--- config.mk ---
export PLATFORM = sky130hd
export DESIGN_NAME = pc_sequencer
export DESIGN_NICKNAME = d
export VERILOG_FILES = /design/src/rtl/pc_sequencer_pkg.sv /design/src/rtl/next_pc_mux.sv /design/src/rtl/pc_sequencer.sv
export SDC_FILE = /design/constraint.sdc
export NUM_CORES = 1
export LEC_CHECK = 0
export BUFFER_PORTS_ARGS = -buffer_cell sky130_fd_sc_hd__buf_2
export CORE_UTILIZATION = 45
export CTS_CLUSTER_DIAMETER = 30
export DETAILED_ROUTE_END_ITERATION = 12
export PLACE_DENSITY = 0.87
export SKIP_CTS_REPAIR_TIMING = 1
export SYNTH_ARGS = -nofsm -noshare
export SYNTH_HDL_FRONTEND = slang
export SYNTH_HIERARCHICAL = 1
export SYNTH_SLANG_ARGS = --single-unit
export TNS_END_PERCENT = 1
--- constraint.sdc ---
create_clock -name clk -period 2.72 [get_ports clk]
set_input_delay 0.136 -clock clk [delete_from_list [all_inputs] [get_ports clk]]
set_output_delay 0.136 -clock clk [all_outputs]
set_load 0.01 [all_outputs]
--- src/rtl/pc_sequencer_pkg.sv ---
//==============================================================================
// Module      : pc_sequencer_pkg
// Description : Shared widths, FSM state encodings and next-PC select codes
//               for the program-counter sequencer.
// Revision    : 1.0 - initial release
//==============================================================================
`default_nettype none

package pc_sequencer_pkg;

    localparam int c_PC_W = 32;

    typedef logic [1:0] state_t;

    localparam state_t FETCH  = 2'd0;
    localparam state_t EXEC   = 2'd1;
    localparam state_t HALTED = 2'd2;

    typedef enum logic [1:0] {
        SEL_SEQ    = 2'd0,
        SEL_BRANCH = 2'd1,
        SEL_JUMP   = 2'd2,
        SEL_TRAP   = 2'd3
    } next_sel_e;

    localparam logic [c_PC_W-1:0] c_ALIGN_MASK = 32'hFFFF_FFFC;

    function automatic logic is_misaligned(input logic [1:0] lsbs);
        return lsbs != 2'b00;
    endfunction

endpackage

`default_nettype wire

--- src/rtl/next_pc_mux.sv ---
//==============================================================================
// Module      : next_pc_mux
// Description : Priority next-PC select (trap > jump > branch > sequential)
//               and the PC incrementer. Macro PC_ALIGN_CHECK_EN turns a
//               misaligned redirect into a trap instead of masking it.
// Revision    : 1.0 - initial release
//==============================================================================
`default_nettype none

module next_pc_mux
    import pc_sequencer_pkg::*;
#(
    parameter logic [31:0] TRAP_VECTOR = 32'h0000_0100,
    parameter logic [31:0] PC_INC      = 32'd4
) (
    input  logic [31:0] pc,
    input  logic        trap_en,
    input  logic        jump_en,
    input  logic [31:0] jump_target,
    input  logic        branch_taken,
    input  logic [31:0] branch_target,
    output logic [31:0] pc_plus4,
    output logic [31:0] next_pc,
    output logic [1:0]  sel,
    output logic        misalign
);

    next_sel_e   w_sel;
    logic [31:0] w_target;

    // Wraps naturally modulo 2^32.
    assign pc_plus4 = pc + PC_INC;
    assign sel      = w_sel;

    always_comb begin
        w_sel    = SEL_SEQ;
        w_target = pc_plus4;
        if (trap_en) begin
            w_sel    = SEL_TRAP;
            w_target = TRAP_VECTOR;
        end else if (jump_en) begin
            w_sel    = SEL_JUMP;
            w_target = jump_target;
        end else if (branch_taken) begin
            w_sel    = SEL_BRANCH;
            w_target = branch_target;
        end
    end

    always_comb begin
        next_pc  = w_target;
        misalign = 1'b0;
        if (w_sel == SEL_JUMP || w_sel == SEL_BRANCH) begin
`ifdef PC_ALIGN_CHECK_EN
            if (is_misaligned(w_target[1:0])) begin
                next_pc  = TRAP_VECTOR;
                misalign = 1'b1;
            end
`else
            next_pc = w_target & c_ALIGN_MASK;
`endif
        end
    end

endmodule

`default_nettype wire

--- src/rtl/pc_sequencer.sv ---
//==============================================================================
// Module      : pc_sequencer
// Description : Program-counter controller: FETCH/EXEC/HALTED sequencing,
//               PC register and retired-instruction counter.
//               Optional macro: PC_ALIGN_CHECK_EN (misaligned redirect traps).
// Revision    : 1.0 - initial release
//==============================================================================
`default_nettype none

module pc_sequencer
    import pc_sequencer_pkg::*;
#(
    parameter logic [31:0] RESET_VECTOR = 32'h0000_0000,
    parameter logic [31:0] TRAP_VECTOR  = 32'h0000_0100,
    parameter logic [31:0] PC_INC       = 32'd4
) (
    input  logic        clk,
    input  logic        reset,
    input  logic        stall,
    input  logic        branch_taken,
    input  logic [31:0] branch_target,
    input  logic        jump_en,
    input  logic [31:0] jump_target,
    input  logic        trap_en,
    input  logic        halt,
    input  logic        resume,
    output logic        imem_req,
    output logic [31:0] imem_addr,
    input  logic        imem_ready,
    output logic [31:0] pc_out,
    output logic [31:0] pc_plus4,
    output logic        instr_valid,
    output logic        halted,
    output logic [31:0] instret,
    output logic        misalign
);

    state_t      r_state;
    logic [31:0] r_pc;
    logic [31:0] r_instret;
    logic        r_misalign;

    logic [31:0] w_next_pc;
    logic [1:0]  w_sel;
    logic        w_misalign;
    logic        w_enter_halt;

    next_pc_mux #(
        .TRAP_VECTOR (TRAP_VECTOR),
        .PC_INC      (PC_INC)
    ) u_next_pc_mux (
        .pc            (r_pc),
        .trap_en       (trap_en),
        .jump_en       (jump_en),
        .jump_target   (jump_target),
        .branch_taken  (branch_taken),
        .branch_target (branch_target),
        .pc_plus4      (pc_plus4),
        .next_pc       (w_next_pc),
        .sel           (w_sel),
        .misalign      (w_misalign)
    );

    // A pending trap overrides halt; a misaligned redirect is not a trap request.
    assign w_enter_halt = halt && (w_sel != SEL_TRAP);

    always_ff @(posedge clk) begin
        if (reset) begin
            r_state    <= FETCH;
            r_pc       <= RESET_VECTOR;
            r_instret  <= 32'd0;
            r_misalign <= 1'b0;
        end else begin
            r_misalign <= 1'b0;
            case (r_state)
                FETCH: begin
                    if (imem_ready) begin
                        r_state <= EXEC;
                    end
                end
                EXEC: begin
                    if (!stall) begin
                        r_pc       <= w_next_pc;
                        r_instret  <= r_instret + 32'd1;
                        r_misalign <= w_misalign;
                        r_state    <= w_enter_halt ? HALTED : FETCH;
                    end
                end
                HALTED: begin
                    if (resume) begin
                        r_state <= FETCH;
                    end
                end
                default: begin
                    r_state <= FETCH;
                end
            endcase
        end
    end

    assign imem_req    = (r_state == FETCH);
    assign imem_addr   = r_pc;
    assign pc_out      = r_pc;
    assign instr_valid = (r_state == EXEC);
    assign halted      = (r_state == HALTED);
    assign instret     = r_instret;
    assign misalign    = r_misalign;

endmodule

`default_nettype wire

==> summary.txt <==
Synthesis
  • Net Count, Synth: 637
  • Ys async rst share: 0%
  • Yosys top cell area share: 31.0%
  • Synth top area cells: dfxtp_1 (31%), nand2_1 (7.9%), a21oi_1 (7.5%)
  • Part of the Yosys area used for sequential elements: 31.0%
  • Avg Cell Area, Syn: 7.70 um2
  • Synthesis Warnings: 6
  • Post-synth top flop: dfxtp_1
  • Netlist cell types: 52
  • Synthesized instance count: 562
  • Cell Area, Synth: 4330 um2
  • Synth Register Bits: 67
  • Synth area leader: dfxtp_1
  • Post-synth EDFFs: 0

Power
  • Pleak: 2.40 nW
  • Clock Power Share: 42.2%
  • Seq pwr share: 45.7%
  • VDD IR max: 0.000294 V
  • P_sw: 0.572 mW
  • Pwr dens: 415 nW/um2
  • Internal Power: 1.65 mW
  • Part of the power in combinational logic: 12.1%
  • Net switching fraction of the power: 25.8%

STA
  • Measured slew at the worst slew-check pin: 854 ps
  • WHS: 85.8 ps
  • Post-route setup slack: 320 ps
  • Final Setup Violations: 0
  • RSZ-0062 raised after global routing: no
  • Setup TNS: 0 ps
  • Pins Over Slew Limit: 0
  • Final min period: 2400 ps
  • Hold Vio Cnt, Final: 0
  • Final Cycle Share: 88.3%
  • FMAX: 0.417 GHz
  • Slew Limit Headroom: 43.1%
  • Skew final: 12.9 ps

CTS
  • Clock transition at the registers of the reported paths: 80 ps
  • CTS tree: done
  • CTS H-tree lvls: 3
  • Cts bufs inserted: 9
  • CTS sink count: 67
  • Clock Latency Late Sink: 340 ps
  • CTS Buffer Depth: 2
  • Clock root cell: clkbuf_8

Global route
  • Initial antenna violation count: 0
  • Top Usage Layer GRT: met2
  • Met3 GRT Util: 4.25%
  • First-pass GRT wire length: 20800 um
  • Maximum number of pins on one net before global-route repair: 47
  • Total track usage: 26.0%
  • Vias in the first global route: 4326
  • GR Util met1: 32.1%
  • Final global-route overflow total: 0
  • GR Layer Usage met2: 44.9%

Critical path
  • Crit path kind: reg2reg
  • WP buf/inv: 1
  • Max FO, Critical Path: 37
  • Startpoint Class: register
  • CP required: 2970 ps
  • Worst path top cell family by delay: simple AND/OR/NAND/NOR gates
  • CP Capture Type: register
  • Worst-path cell chain: or3b_1 -> buf_4 -> or3_1 -> or4_1 -> a21oi_1
  • Crit-path slowest cell: or3_1
  • CP max stage delay: 550 ps
  • Critical path arrival: 2650 ps

Routing
  • Routed Antenna Nets: 0
  • Via density: 5.60
  • DRT Pass-1 Iters: 5
  • WL final: 13000 um
  • DR iter-0 viols: 304
  • Via count: 4716
  • Post-route DRC: 0
  • Drt wl/cell: 15.5 um

Die
  • Num rows: 35
  • Num ports: 205
  • Area of the die: 10000 um2
  • Die Ht: 100 um
  • Die width: 100 um
  • Initial Utilization: 46.6%
  • Core area: 9280 um2

Placement
  • Final RePlAce weighted congestion: 0.881
  • Placed cell area: 5130 um2
  • Detail Placement HPWL: 9420 um
  • Post-Place Setup Slack: 341 ps
  • IO Port Bufs: 200

Layout
  • Layout area overhead: 23.7%
  • Design Area, Final: 5350 um2
  • Post-layout util: 57.6%
  • N_diodes: 0
  • Share of cells above drive strength 1: 33.9%
  • Most frequent cells in the layout: buf_2 (200), nand2_1 (91), dfxtp_1 (67)
  • Nets: 784
  • Most common cell after layout, fill and taps aside: buf_2

Flow run
  • Max-cap viol count: 0

Outcome
  • Outcome: finished clean

Min path
  • Worst Hold Class: in2reg
## synthesized netlist by cell type (all sizes together), types with 9 or more instances
cell	number
a21oi	65
a22oi	11
and3	9
and4	9
buf	44
clkbuf	29
dfxtp	67
inv	12
nand2	91
nand3	23
nand4	14
nor2	24
nor3	10
o2bb2ai	11
o31ai	14
or4	16
xnor2	26
xor2	12
## sequential cells by signal, indices dropped and copies added (netlist names)
register / flops
misalign: 1
instret: 32
imem_addr: 32
r_state: 2
## final cells by class
type,count,area (um2)
clock buffers,10,138
clock inverters,5,85.1
fillers,867,3940
inverters,12,45.0
multi-input cells,410,2510
flip-flops and latches,67,1340
well taps,129,161
repair buffers,209,1070
## routing by layer
layer	up-vias	wire length [um]	share of wire [%]
met2	190	6380	49
li1	2263	-	-
met3	21	776	6.0
met1	2242	5620	43
met5	-	0	0
met4	0	270	2.1
## cells by family after synthesis
kind of cell / count (synthesis) / share of synthesized area (%)
compound gates: 128 / 18.6
xor+xnor: 38 / 8.39
fa+ha+maj: 2 / 0.578
buf+inv: 85 / 11.2
flops: 67 / 31.0
mux: 6 / 1.45
other cells: 1 / 0.0867
simple gates: 235 / 28.7
## power by group through the flow
stage | clock [mW] | combinational [mW] | sequential (mW)
2_1_floorplan | 0 | 0.159 | 1.04
3_3_place_gp | 0 | 0.261 | 1.04
3_5_place_dp | 0 | 0.266 | 1.04
4_1_cts | 0.955 | 0.267 | 1.01
5_1_grt | 1.01 | 0.293 | 1.02
6_report | 0.936 | 0.269 | 1.01
## through the flow
step           total power, mW  instances
3_5_place_dp              1.30        827
4_1_cts                   2.24        842
5_1_grt                   2.32        842
3_3_place_gp              1.30        827
2_1_floorplan             1.19        562
6_report                  2.22        842
## worst reg2reg max path: cells and delay by family (launching register included)
kind	cells	cell delay, ps
buffers and inverters	1	260
flip-flops	1	470
AO/OA/AOI/OAI	1	190
AND/OR/NAND/NOR	3	1390
## final timing paths
check                      startpoint  slack (ps)                  endpoint  depth (start not counted)
max           r_state[0]$_SDFFE_PP0P_         320  instret[13]$_SDFFE_PP0P_                          5
min                             stall          90   r_state[1]$_SDFFE_PP0P_                          2
max reg2reg   r_state[0]$_SDFFE_PP0P_         320  instret[13]$_SDFFE_PP0P_                          5
min reg2reg  instret[21]$_SDFFE_PP0P_         490  instret[21]$_SDFFE_PP0P_                          2
No activity file was read; power rests on OpenSTA's default activity.
